--- config.mk ---
export PLATFORM = sky130hd
export DESIGN_NAME = hamming_secded_decoder_flat
export DESIGN_NICKNAME = d
export VERILOG_FILES = /design/src/rtl/hamming_secded_decoder_if.sv /design/src/rtl/hamming_secded_decoder.sv /design/src/flat_wrapper.sv
export SDC_FILE = /design/constraint.sdc
export NUM_CORES = 1
export LEC_CHECK = 0
export ABC_CLOCK_PERIOD_IN_PS = 3100
export CORE_MARGIN = 3
export CORE_UTILIZATION = 44
export CTS_CLUSTER_DIAMETER = 30
export DETAILED_ROUTE_END_ITERATION = 8
export PLACE_DENSITY = 0.72
export SYNTH_ARGS = -nofsm -noshare
export SYNTH_HDL_FRONTEND = slang
export SYNTH_SLANG_ARGS = --single-unit
--- constraint.sdc ---
create_clock -name clk -period 3.1 [get_ports clk]
set_input_delay 0.62 -clock clk [delete_from_list [all_inputs] [get_ports clk]]
set_output_delay 0.62 -clock clk [all_outputs]
set_load 0.005 [all_outputs]
--- src/rtl/hamming_secded_decoder_if.sv ---
// Decoder port bundle: input codeword handshake, output result handshake, error counters.
// Latency: none, wires only.
// Backpressure: in_ready/out_ready carry the valid-ready flow control for each side.
interface hamming_secded_decoder_if #(
   parameter int CNT_W = 16
);
   logic             in_valid;
   logic             in_ready;
   logic [15:0]      code_in;
   logic             out_valid;
   logic             out_ready;
   logic [10:0]      data_out;
   logic [1:0]       err_code;
   logic [3:0]       err_pos;
   logic             cnt_clr;
   logic [CNT_W-1:0] cnt_corr;
   logic [CNT_W-1:0] cnt_uncorr;

   // Producer/consumer side that feeds codewords and drains results.
   modport master (
      output in_valid, code_in, out_ready, cnt_clr,
      input  in_ready, out_valid, data_out, err_code, err_pos, cnt_corr, cnt_uncorr
   );

   // Decoder side.
   modport slave (
      input  in_valid, code_in, out_ready, cnt_clr,
      output in_ready, out_valid, data_out, err_code, err_pos, cnt_corr, cnt_uncorr
   );
endinterface

--- src/rtl/hamming_secded_decoder.sv ---
// Hamming SECDED decoder: 16-bit (15+1) codeword -> 11 data bits, corrects 1 error, flags 2.
// Latency: result 2 cycles after the input handshake; 1 word per cycle throughput.
// Backpressure: out_ready low freezes stage 2; in_ready drops once stage 1 is also occupied.
module hamming_secded_decoder #(
   parameter bit USE_OVERALL_PARITY = 1'b1,
   parameter int CNT_W              = 16
) (
   input logic                     clk,
   input logic                     rst,
   hamming_secded_decoder_if.slave bus
);
   localparam logic [1:0] ERR_NONE   = 2'b00;
   localparam logic [1:0] ERR_CORR   = 2'b01;
   localparam logic [1:0] ERR_UNCORR = 2'b10;

   // Codeword position of each data bit d0..d10.
   localparam logic [3:0] DATA_POS [11] = '{4'd3, 4'd5, 4'd6, 4'd7, 4'd9, 4'd10,
                                             4'd11, 4'd12, 4'd13, 4'd14, 4'd15};

   typedef struct packed {
      logic [10:0] data;
      logic [1:0]  errCode;
      logic [3:0]  errPos;
   } result_t;

   logic             advance;
   logic             inReady;
   logic             inHs;
   logic             outHs;
   logic [3:0]       synIn;
   logic             parIn;
   logic [10:0]      dataIn;
   logic             s1Valid;
   logic [10:0]      s1Data;
   logic [3:0]       s1Syn;
   logic             s1Par;
   logic [10:0]      flipMask;
   result_t          s2Next;
   result_t          s2Res;
   logic             s2Valid;
   logic [CNT_W-1:0] cntCorr;
   logic [CNT_W-1:0] cntUncorr;

   // Stage 2 moves whenever its current word leaves or it is empty; stage 1 refills behind it.
   assign advance = !s2Valid || bus.out_ready;
   assign inReady = !s1Valid || advance;
   assign inHs    = bus.in_valid && inReady;
   assign outHs   = s2Valid && bus.out_ready;

   // Syndrome bit k is the parity of every position whose index has bit k set.
   always_comb begin
      synIn[0] = ^(bus.code_in & 16'hAAAA);
      synIn[1] = ^(bus.code_in & 16'hCCCC);
      synIn[2] = ^(bus.code_in & 16'hF0F0);
      synIn[3] = ^(bus.code_in & 16'hFF00);
      parIn    = ^bus.code_in;
      dataIn   = {bus.code_in[15:9], bus.code_in[7:5], bus.code_in[3]};
   end

   // Stage 1: capture the data positions plus syndrome/parity; check bits live on in the syndrome.
   always_ff @(posedge clk) begin
      if (rst) begin
         s1Valid <= 1'b0;
         s1Data  <= '0;
         s1Syn   <= '0;
         s1Par   <= 1'b0;
      end else if (inHs) begin
         s1Valid <= 1'b1;
         s1Data  <= dataIn;
         s1Syn   <= synIn;
         s1Par   <= parIn;
      end else if (advance) begin
         s1Valid <= 1'b0;
      end
   end

   // Classify the stage-1 word and build the corrected data; a syndrome at a check-bit position flips no data.
   always_comb begin
      flipMask = '0;
      for (int k = 0; k < 11; k++) begin
         flipMask[k] = (s1Syn == DATA_POS[k]);
      end
      s2Next.data    = s1Data;
      s2Next.errCode = ERR_NONE;
      s2Next.errPos  = '0;
      if (USE_OVERALL_PARITY) begin
         if (s1Par) begin
            s2Next.data    = s1Data ^ flipMask;
            s2Next.errCode = ERR_CORR;
            s2Next.errPos  = s1Syn;
         end else if (s1Syn != 4'd0) begin
            s2Next.errCode = ERR_UNCORR;
         end
      end else if (s1Syn != 4'd0) begin
         s2Next.data    = s1Data ^ flipMask;
         s2Next.errCode = ERR_CORR;
         s2Next.errPos  = s1Syn;
      end
   end

   // Stage 2: result register, held while the consumer stalls.
   always_ff @(posedge clk) begin
      if (rst) begin
         s2Valid <= 1'b0;
         s2Res   <= '0;
      end else if (advance) begin
         s2Valid <= s1Valid;
         if (s1Valid) begin
            s2Res <= s2Next;
         end
      end
   end

   // Saturating error counters bumped on each delivered result; clear wins over a same-cycle bump.
   always_ff @(posedge clk) begin
      if (rst || bus.cnt_clr) begin
         cntCorr   <= '0;
         cntUncorr <= '0;
      end else if (outHs) begin
         if (s2Res.errCode == ERR_CORR && cntCorr != {CNT_W{1'b1}}) begin
            cntCorr <= cntCorr + 1'b1;
         end
         if (s2Res.errCode == ERR_UNCORR && cntUncorr != {CNT_W{1'b1}}) begin
            cntUncorr <= cntUncorr + 1'b1;
         end
      end
   end

   assign bus.in_ready   = inReady;
   assign bus.out_valid  = s2Valid;
   assign bus.data_out   = s2Res.data;
   assign bus.err_code   = s2Res.errCode;
   assign bus.err_pos    = s2Res.errPos;
   assign bus.cnt_corr   = cntCorr;
   assign bus.cnt_uncorr = cntUncorr;
endmodule
--- src/flat_wrapper.sv ---
// flat-port wrapper written by rule: the top's interface ports become plain ports
module hamming_secded_decoder_flat 
#(
   parameter bit USE_OVERALL_PARITY = 1'b1,
   parameter int CNT_W              = 16
)
  (clk, rst, bus_in_valid, bus_code_in, bus_out_ready, bus_cnt_clr, bus_in_ready, bus_out_valid, bus_data_out, bus_err_code, bus_err_pos, bus_cnt_corr, bus_cnt_uncorr);
  hamming_secded_decoder_if #(.CNT_W(CNT_W)) bus_i ();
  input logic clk;
  input logic rst;
  input wire logic [$bits(bus_i.in_valid)-1:0] bus_in_valid;
  input wire logic [$bits(bus_i.code_in)-1:0] bus_code_in;
  input wire logic [$bits(bus_i.out_ready)-1:0] bus_out_ready;
  input wire logic [$bits(bus_i.cnt_clr)-1:0] bus_cnt_clr;
  output wire logic [$bits(bus_i.in_ready)-1:0] bus_in_ready;
  output wire logic [$bits(bus_i.out_valid)-1:0] bus_out_valid;
  output wire logic [$bits(bus_i.data_out)-1:0] bus_data_out;
  output wire logic [$bits(bus_i.err_code)-1:0] bus_err_code;
  output wire logic [$bits(bus_i.err_pos)-1:0] bus_err_pos;
  output wire logic [$bits(bus_i.cnt_corr)-1:0] bus_cnt_corr;
  output wire logic [$bits(bus_i.cnt_uncorr)-1:0] bus_cnt_uncorr;
  assign bus_i.in_valid = bus_in_valid;
  assign bus_i.code_in = bus_code_in;
  assign bus_i.out_ready = bus_out_ready;
  assign bus_i.cnt_clr = bus_cnt_clr;
  assign bus_in_ready = bus_i.in_ready;
  assign bus_out_valid = bus_i.out_valid;
  assign bus_data_out = bus_i.data_out;
  assign bus_err_code = bus_i.err_code;
  assign bus_err_pos = bus_i.err_pos;
  assign bus_cnt_corr = bus_i.cnt_corr;
  assign bus_cnt_uncorr = bus_i.cnt_uncorr;
  hamming_secded_decoder #(.USE_OVERALL_PARITY(USE_OVERALL_PARITY), .CNT_W(CNT_W)) u_core (.clk(clk), .rst(rst), .bus(bus_i));
endmodule
Word level (Yosys, flattened, before mapping)
Cells that the tools add are included.
{"block": "totals", "elab_cells": 53, "output_inout_bits": 51, "input_bits": 21, "ff_bits": 67}
{"block": "classes", "n_reduce_logical": 19, "bitwise": 1, "add_sub_neg": 2, "eq_ne": 15, "n_mux": 6}
{"cell": "16-bit parity", "n": 5}
{"cell": "16-bit by 1-bit adder with 16-bit output, second input constant", "n": 2}
{"cell": "16-bit inequality test, second input constant", "n": 2}
{"cell": "4-bit == test, second input constant", "n": 7}
{"cell": "4-bit by 3-bit == test with 1-bit output, second input constant", "n": 3}
{"cell": "11-bit 2-to-1 mux", "n": 1}
{"cell": "11-bit XOR", "n": 1}
{"cell": "2-bit AND reduction", "n": 3}
{"cell": "4-bit by 2-bit == test with 1-bit output, second input constant", "n": 1}
{"cell": "1-bit logical AND", "n": 4}
{"cell": "2-bit 2-to-1 mux", "n": 2}
{"cell": "4-bit 2-to-1 mux", "n": 1}
{"cell": "4-bit nonzero test", "n": 1}
{"cell": "1-bit logical OR", "n": 3}
{"cell": "2-bit by 1-bit == test with 1-bit output, second input constant", "n": 1}
{"cell": "2-bit == test, second input constant", "n": 1}
{"cell": "1-bit zero test", "n": 2}
{"cell": "1-bit 2-to-1 mux", "n": 2}
{"cell": "2-bit nonzero test", "n": 1}

Longest topological paths before layout
Gate-level depths: netlist of run 1.
{"block": "depth", "ltp_word": 5, "mapped_depth": 7, "ltp_nobuf": 6}

Least setup slack after synthesis of run 1
No wires, ideal clock.
{"block": "synth_timing", "kind": "input -> register", "from": "input rst", "to": "register u_core.cntCorr[15] (netlist: u_core.bus.cnt_corr[15])", "n_path_buf": 3, "stages": 5, "setup_slack_ns": 1.315, "t_arrival_ns": 1.658, "t_required_ns": 2.972, "path_cell_list": "clkbuf_1 -> or2_2 -> clkbuf_1 -> buf_1 -> nor2_1"}
{"block": "synth_between", "elab_chain_len": 1}
{"element": "start, declared", "line_no": "flat_wrapper.sv:10", "source": "input logic rst;"}
{"element": "1-bit logical OR", "line_no": "hamming_secded_decoder.sv:116", "source": "if (rst || bus.cnt_clr) begin"}
{"element": "end signal, assigned", "line_no": "hamming_secded_decoder.sv:121", "source": "cntCorr <= cntCorr + 1'b1;"}
{"element": "end, declared", "line_no": "hamming_secded_decoder.sv:41", "source": "logic [CNT_W-1:0] cntCorr;"}
No other way between the ends.
A chain may end at the register's enable or synchronous reset.

Worst setup path after layout of run 1
{"block": "layout_timing", "from": "input bus_out_ready", "to": "output bus_in_ready"}
{"block": "layout_between", "elab_chain_len": 2}
{"element": "start, declared", "line_no": "flat_wrapper.sv:13", "source": "input wire logic [$bits(bus_i.out_ready)-1:0] bus_out_ready;"}
{"element": "1-bit logical OR", "line_no": "hamming_secded_decoder.sv:45", "source": "assign advance = !s2Valid || bus.out_ready;"}
{"element": "1-bit logical OR", "line_no": "hamming_secded_decoder.sv:46", "source": "assign inReady = !s1Valid || advance;"}
{"element": "end, declared", "line_no": "flat_wrapper.sv:15", "source": "output wire logic [$bits(bus_i.in_ready)-1:0] bus_in_ready;"}
No other way between the ends.

==> qor.tcl, run 1 <==
set qor(outcome) {finished clean}
set qor(rows) 30
set qor(routed_vias_inst) 5.18
set qor(diodes) 0
set qor(post-route-drc-count) 0
set qor(synth_top_flop_cell) {sky130_fd_sc_hd__dfxtp_1}
set qor(groute.layer.met3.usage_pct) 5.17
set qor(synthArstFlopShare_pct) 0
set qor(clk_latency_ns) 0.34
set qor(io_pins) 72
set qor(largest_family_of_logic_cells_by_synthesized_area) {simple AND/OR/NAND/NOR gates}
set qor(cts_repair_resize_count) 0
set qor(timing.hold.worst_path_depth) 2
set qor(grt_start_max_net_pins) 37
set qor(drt_first_iter_violations) 89
set qor(worst_setup_sp_type) {primary input}
set qor(worstHoldStart) {u_core.bus.err_pos[2]$_SDFFE_PP0P_}
set qor(place_congestion) 0.825
set qor(final_hold_violating_endpoints) 0
set qor(setup_viol) 0
set qor(ys_seq_elements) 67
set qor(vias_in_the_first_global_route) 2777
set qor(fin_skew_ns) 0.00930
set qor(hpwlAfterDp_um) 5490
set qor(clkSlewWorstSetupHoldPaths_ns) 0.07
set qor(filler_cell_count) 649
set qor(cap_violations) 0
set qor(routed_wirelength_um) 7340
set qor(cellPowerDensity_nw_per_um2) 451
set qor(numClockSinks) 67
set qor(dr_total_vias) 2867
set qor(avgSynthCellArea_um2) 8.44
set qor(ff_to_ff_path_depth) 7
set qor(rsz0062_at_grt) {false}
set qor(worst_margin_pin_slew_ns) 0.604
set qor(synth_top_area_cell) {sky130_fd_sc_hd__dfxtp_1}
set qor(totalNegativeSetupSlack_ns) 0
set qor(cts_tree) {built}
set qor(sort_of_element_at_the_end_of_the_critical_path) {output pin}
set qor(initial_utilization_pct) 46.7
set qor(postSynthNetCount) 409
set qor(area_growth_pct) 30.5
set qor(postSynthCellCount) 386
set qor(final_layout_size_suffix_gt1_share_pct) 7.21
set qor(wl_per_cell_um) 13.3
set qor(synth.cell_area_um2) 3260
set qor(timing.final.crit_share_pct) 85.9
set qor(fin_worst_hold_slack_ns) 0.458
set qor(synthMostInstantiatedCell) {sky130_fd_sc_hd__dfxtp_1}
set qor(r2r_end) {u_core.bus.cnt_uncorr[0]$_SDFFE_PP0P_}
set qor(post_synth_main_area_contributors) {sky130_fd_sc_hd__dfxtp_1 41%, sky130_fd_sc_hd__xnor2_1 15%, sky130_fd_sc_hd__nor2_1 7.3%}
set qor(grt_most_used_layer) {met2}
set qor(design.final.nets) 476
set qor(yosys.area_share.simple_pct) 26.1
set qor(synth_compound_gate_area_share_pct) 12.3
set qor(netlist.area_leader.share_pct) 41.2
set qor(fin_crit_ns) 2.66
set qor(synth_enable_flop_cells) 0
set qor(fp.dieW_um) 92.1
set qor(clock_tree.htree_level_count) 3
set qor(layout.core_utilization_pct) 60.9
set qor(grt-ovfl-total) 0
set qor(timing.max_slew.rel_slack_pct) 59.7
set qor(min_to) {u_core.bus.err_pos[2]$_SDFFE_PP0P_}
set qor(cts_root_buffer) {sky130_fd_sc_hd__clkbuf_8}
set qor(die_area_um2) 8470
set qor(cts_setup_buffers) 0
set qor(report.final.slew_viol_count) 0
set qor(synth_cell_types) 40
set qor(achievable-frequency_mhz) 375
set qor(hold_path.class) {reg -> reg}
set qor(grt_use_met1_pct) 20.8
set qor(netlist_top_cells_count) {67 x sky130_fd_sc_hd__dfxtp_1, 63 x sky130_fd_sc_hd__nor2_1, 54 x sky130_fd_sc_hd__xnor2_1}
set qor(die_height_um) 92.1
set qor(postCtsHoldBufs) 0
set qor(ys_seq_area_share_pct) 41.2
set qor(firstDrtPassIters) 4
set qor(cts_inserted_buffers) 9
set qor(worstReg2RegStart) {u_core.bus.cnt_uncorr[0]$_SDFFE_PP0P_}
set qor(cts_buffer_depth) 2
set qor(drtAntennaViolNets) 0
set qor(coreArea_um2) 6980
set qor(grt_pass1_wl_um) 12500
set qor(yosysWarnings) 0
set qor(antenna_violations_before_repair) 0
set qor(post_synthesis_share_of_cell_area_spent_on_xor_and_xnor_gates_pct) 17.2
set qor(grt_util_met2_pct) 31.8
set qor(timing.critical_path.arrival_ns) 2.04
set qor(required_ns) 2.48
set qor(critical_path_class) {in -> out}
set qor(synth.mux.area_fraction_pct) 0
set qor(yosys.area_share.adder_pct) 0.768
set qor(critPathMaxFanout) 5
set qor(portBuffers) 71
set qor(max-vdd-ir-drop_mv) 0.222
set qor(setup.reg_to_reg.worst_slack_ns) 1.08
set qor(p_leak_nw) 1.41
set qor(grt_overall_usage_pct) 17.9
## routing by layer
layer,wire (um),part of all wire (%),vias to the layer above
met5,0,0,-
met4,87,1.2,0
met3,391,5.3,11
met2,3590,49,82
met1,3270,45,1307
li1,-,-,1467
## power breakdown
part / switching (mW) / internal, mW
combinational: 0.110 / 0.126
clock: 0.334 / 0.416
sequential: 0.0380 / 0.893
total: 0.482 / 1.44
## metrics by stage
stage | cell area, um2 | std cells | worst slack (ns) | total power [mW]
4_1_cts | 4250 | 554 | 0.447 | 1.94
5_1_grt | 4250 | 554 | 0.325 | 2.00
3_5_place_dp | 4040 | 538 | 0.454 | 1.19
3_3_place_gp | 4040 | 538 | 0.473 | 1.18
2_1_floorplan | 3260 | 386 | 1.31 | 1.10
6_report | 4250 | 554 | 0.436 | 1.92
## state kept, by name, indices dropped and copies added (netlist names)
register               flops
u_core.bus.err_code        2
u_core.s1Par               1
u_core.bus.out_valid       1
u_core.bus.cnt_corr       16
u_core.s1Valid             1
u_core.s1Syn               4
u_core.bus.cnt_uncorr     16
u_core.s1Data             11
u_core.bus.err_pos         4
u_core.bus.data_out       11
## cell families (layout without fill, tap and decap cells)
group	Yosys count	after routing
simple gates	172	172
flops	67	67
xor+xnor	64	64
compound gates	61	61
buf+inv	20	92
fa+ha+maj	2	2
## worst max-delay path, stage by stage
cell and delay, ns:
sky130_fd_sc_hd__clkdlybuf4s50_1 0.50, sky130_fd_sc_hd__nor2b_1 0.31, sky130_fd_sc_hd__nand2_1 0.14, sky130_fd_sc_hd__clkdlybuf4s50_1 0.47
## area by class of cell
cell class              count  area (um2)  area share (%)
well taps                  96         120            2.83
inverters                   2        7.51           0.177
clock inverters             5        61.3            1.44
repair buffers             74         733            17.2
flip-flops and latches     67        1340            31.5
multi-input cells         299        1840            43.2
clock buffers              11         151            3.56
## cell usage in the layout (no fill, tap or decap), types with 2 or more instances in the layout
cell type                         count
sky130_fd_sc_hd__nor4_1               3
sky130_fd_sc_hd__inv_1                2
sky130_fd_sc_hd__xnor2_1             54
sky130_fd_sc_hd__nand2_1             47
sky130_fd_sc_hd__and4b_1              2
sky130_fd_sc_hd__nor3_1               9
sky130_fd_sc_hd__a31oi_1              2
sky130_fd_sc_hd__clkbuf_8            11
sky130_fd_sc_hd__xor2_1              10
sky130_fd_sc_hd__a41o_1               2
sky130_fd_sc_hd__o21ai_0              2
sky130_fd_sc_hd__dfxtp_1             67
sky130_fd_sc_hd__clkinvlp_4           3
sky130_fd_sc_hd__nand4_2              3
sky130_fd_sc_hd__a21oi_1             28
sky130_fd_sc_hd__and3_1               3
sky130_fd_sc_hd__ha_1                 2
sky130_fd_sc_hd__or2_2                2
sky130_fd_sc_hd__a2111oi_2            2
sky130_fd_sc_hd__nand2b_1             3
sky130_fd_sc_hd__clkdlybuf4s50_1     71
sky130_fd_sc_hd__nor2b_1              2
sky130_fd_sc_hd__and4_1               3
sky130_fd_sc_hd__nand4_1              5
sky130_fd_sc_hd__buf_4                3
sky130_fd_sc_hd__nand3_1             14
sky130_fd_sc_hd__a211oi_1            24
sky130_fd_sc_hd__and2_1               3
sky130_fd_sc_hd__nor2_1              63
## how the worst max path moves through the flow
stage / startpoint / end / slack (ns) / cells past startpoint
floorplan: rst / u_core.bus.cnt_corr[15]$_SDFFE_PP0P_ / 1.31 / 5
global placement: bus_out_ready / bus_in_ready / 0.47 / 4
detailed placement: bus_out_ready / bus_in_ready / 0.45 / 4
CTS: bus_out_ready / bus_in_ready / 0.45 / 4
global route: bus_out_ready / bus_in_ready / 0.33 / 4
finish: bus_out_ready / bus_in_ready / 0.44 / 4
Power figures use the tool's default switching activity.
==> run 2, diff against run 1 <==
Settings changed: PLACE_DENSITY 0.72 to 0.79.
==> qor.tcl, run 2 (synthesis gave the netlist of run 1 again) <==
set qor(io_pins) 72 ;# unchanged
set qor(hpwlAfterDp_um) 5580 ;# +1.6%
set qor(grt_overall_usage_pct) 18.1 ;# +0.15 points
set qor(mostFrequentLayoutCells) {71 x sky130_fd_sc_hd__clkdlybuf4s50_1, 67 x sky130_fd_sc_hd__dfxtp_1, 63 x sky130_fd_sc_hd__nor2_1, 54 x sky130_fd_sc_hd__xnor2_1, 47 x sky130_fd_sc_hd__nand2_1}
set qor(critPathMaxFanout) 5 ;# unchanged
set qor(totalNegativeSetupSlack_ns) 0 ;# unchanged
set qor(drt_first_iter_violations) 119 ;# +34%
set qor(routed_wirelength_um) 7390 ;# +0.61%
set qor(post-layout-total-power_mw) 1.95 ;# +1.9%
set qor(drtAntennaViolNets) 0 ;# unchanged
set qor(setup_viol) 0 ;# unchanged
set qor(clk_latency_ns) 0.34 ;# about the same
set qor(critical_path_class) {in -> out}
set qor(routed_vias_inst) 5.25 ;# +1.5%
set qor(numClockSinks) 67 ;# unchanged
set qor(max-vdd-ir-drop_mv) 0.251 ;# +13%
set qor(cts_inserted_buffers) 9 ;# unchanged
set qor(switching_share_pct) 24.7 ;# -0.43 points
set qor(grt_pass1_wl_um) 12400 ;# -0.67%
set qor(final_hold_violating_endpoints) 0 ;# unchanged
set qor(layout.core_utilization_pct) 61.1 ;# +0.16 points
set qor(dp_worst_setup_slack_ns) 0.457 ;# +0.00313 ns
set qor(clock_tree.htree_level_count) 3 ;# unchanged
set qor(cap_violations) 0 ;# unchanged
set qor(power.share.clock_pct) 40.3 ;# +1.2 points
set qor(die_area_um2) 8470 ;# unchanged
set qor(coreArea_um2) 6980 ;# unchanged
set qor(fin_crit_ns) 2.65 ;# -0.0167 ns
set qor(portBuffers) 71 ;# unchanged
set qor(timing.final.crit_share_pct) 85.4 ;# -0.54 points
set qor(postLayoutSetupSlackWorst_ns) 0.453 ;# +0.0167 ns
set qor(design.final.nets) 477 ;# +0.21%
set qor(die_height_um) 92.1 ;# unchanged
set qor(timing.hold.worst_path_depth) 2 ;# unchanged
set qor(initial_utilization_pct) 46.7 ;# unchanged
set qor(wl_per_cell_um) 13.3 ;# +0.43%
set qor(timing.max_slew.rel_slack_pct) 59.8 ;# +0.11 points
set qor(post-route-drc-count) 0 ;# unchanged
set qor(hold_path.class) {reg -> reg}
set qor(cellPowerDensity_nw_per_um2) 458 ;# +1.6%
set qor(worst_setup_sp_type) {primary input}
set qor(clkSlewWorstSetupHoldPaths_ns) 0.07 ;# about the same
set qor(cts_repair_resize_count) 0 ;# unchanged
set qor(grt_start_max_net_pins) 31 ;# -16%
set qor(rsz0062_at_grt) {false}
set qor(cts_root_buffer) {sky130_fd_sc_hd__clkbuf_8}
set qor(vias_in_the_first_global_route) 2676 ;# -3.6%
set qor(report.final.slew_viol_count) 0 ;# unchanged
set qor(rows) 30 ;# unchanged
set qor(grt-ovfl-total) 0 ;# unchanged
set qor(p_leak_nw) 1.43 ;# +1.4%
set qor(area_growth_pct) 30.8
set qor(intPower_mw) 1.47 ;# +2.5%
set qor(outcome) {finished clean}
set qor(filler_cell_count) 625 ;# -3.7%
set qor(cts_tree) {built}
set qor(sort_of_element_at_the_end_of_the_critical_path) {output pin}
set qor(seq_power_share_pct) 47.6 ;# -0.9 points
set qor(worst_margin_pin_slew_ns) 0.602 ;# -0.00171 ns
set qor(postCtsHoldBufs) 0 ;# unchanged
set qor(seq_area_um2) 1340 ;# unchanged
set qor(timing.critical_path.arrival_ns) 2.03 ;# about the same
set qor(multiInputGateArea_um2) 1840 ;# unchanged
set qor(achievable-frequency_mhz) 378 ;# +0.63%
set qor(antenna_violations_before_repair) 0 ;# unchanged
set qor(fin_skew_ns) 0.00892 ;# -0.000381 ns
set qor(dr_total_vias) 2915 ;# +1.7%
set qor(fp.dieW_um) 92.1 ;# unchanged
set qor(final_layout_size_suffix_gt1_share_pct) 7.41 ;# +0.20 points
set qor(cts_setup_buffers) 0 ;# unchanged
set qor(mostFrequentLayoutCell) {sky130_fd_sc_hd__clkdlybuf4s50_1}
set qor(required_ns) 2.48 ;# about the same
set qor(switching_pwr_uw) 483 ;# +0.15%
set qor(diodes) 0 ;# unchanged
set qor(combinationalPowerShare_pct) 12.1 ;# -0.3 points
set qor(place_congestion) 0.865 ;# +4.9%
set qor(ff_to_ff_path_depth) 7 ;# unchanged
set qor(cts_buffer_depth) 2 ;# unchanged
set qor(firstDrtPassIters) 6 ;# +2
[run 2: critical path, cell delays in order]
cell                              delay [ns]
sky130_fd_sc_hd__clkdlybuf4s50_1        0.51
sky130_fd_sc_hd__nor2b_1                0.30
sky130_fd_sc_hd__nand2_1                0.13
sky130_fd_sc_hd__clkdlybuf4s50_1        0.46
[run 2: path summary, 6_finish.rpt]
kind	startpoint	end	slack, ns
max reg2reg	u_core.bus.cnt_uncorr[0]$_SDFFE_PP0P_	u_core.bus.cnt_uncorr[15]$_SDFFE_PP0P_	1.15
max	bus_out_ready	bus_in_ready	0.45
min	u_core.bus.err_pos[0]$_SDFFE_PP0P_	u_core.bus.err_pos[0]$_SDFFE_PP0P_	0.47
min reg2reg	u_core.bus.err_pos[0]$_SDFFE_PP0P_	u_core.bus.err_pos[0]$_SDFFE_PP0P_	0.47
[run 2: final cells by class]
type | count | area share, %
Clock buffer | 9 | 2.91
Tap cell | 96 | 2.82
Inverter | 2 | 0.176
Timing Repair Buffer | 75 | 17.4
Multi-Input combinational cell | 299 | 43.1
Clock inverter | 7 | 2.17
Sequential cell | 67 | 31.5
[run 2: per-stage QoR]
stage | hold WS [ns] | instance area (um2) | instances
floorplan | 0.448 | 3260 | 386
global placement | 0.461 | 4050 | 539
detailed placement | 0.462 | 4050 | 539
CTS | 0.478 | 4260 | 555
global route | 0.511 | 4260 | 555
finish | 0.473 | 4260 | 555
[run 2: power groups by stage]
| stage | logic, mW | clock network, mW | registers, mW |
|---|---|---|---|
| finish | 0.237 | 0.787 | 0.931 |
| global route | 0.265 | 0.840 | 0.937 |
| CTS | 0.240 | 0.799 | 0.930 |
| detailed placement | 0.239 | 0 | 0.950 |
| global placement | 0.236 | 0 | 0.949 |
| floorplan | 0.165 | 0 | 0.934 |
[run 2: routing by layer]
metal / share of wire [%] / vias up / global-route usage, %
li1: - / 1470 / -
met1: 44 / 1352 / 21.5
met2: 49 / 81 / 30.8
met3: 5.3 / 12 / 5.33
met4: 1.6 / 0 / 6.44
met5: 0 / - / 0
==> run 3, diff against run 2 <==
Settings changed: ABC_CLOCK_PERIOD_IN_PS 3100 to default.
==> results of run 3 <==
Same layout as run 2: the final DEF is identical, and so are final timing and power.
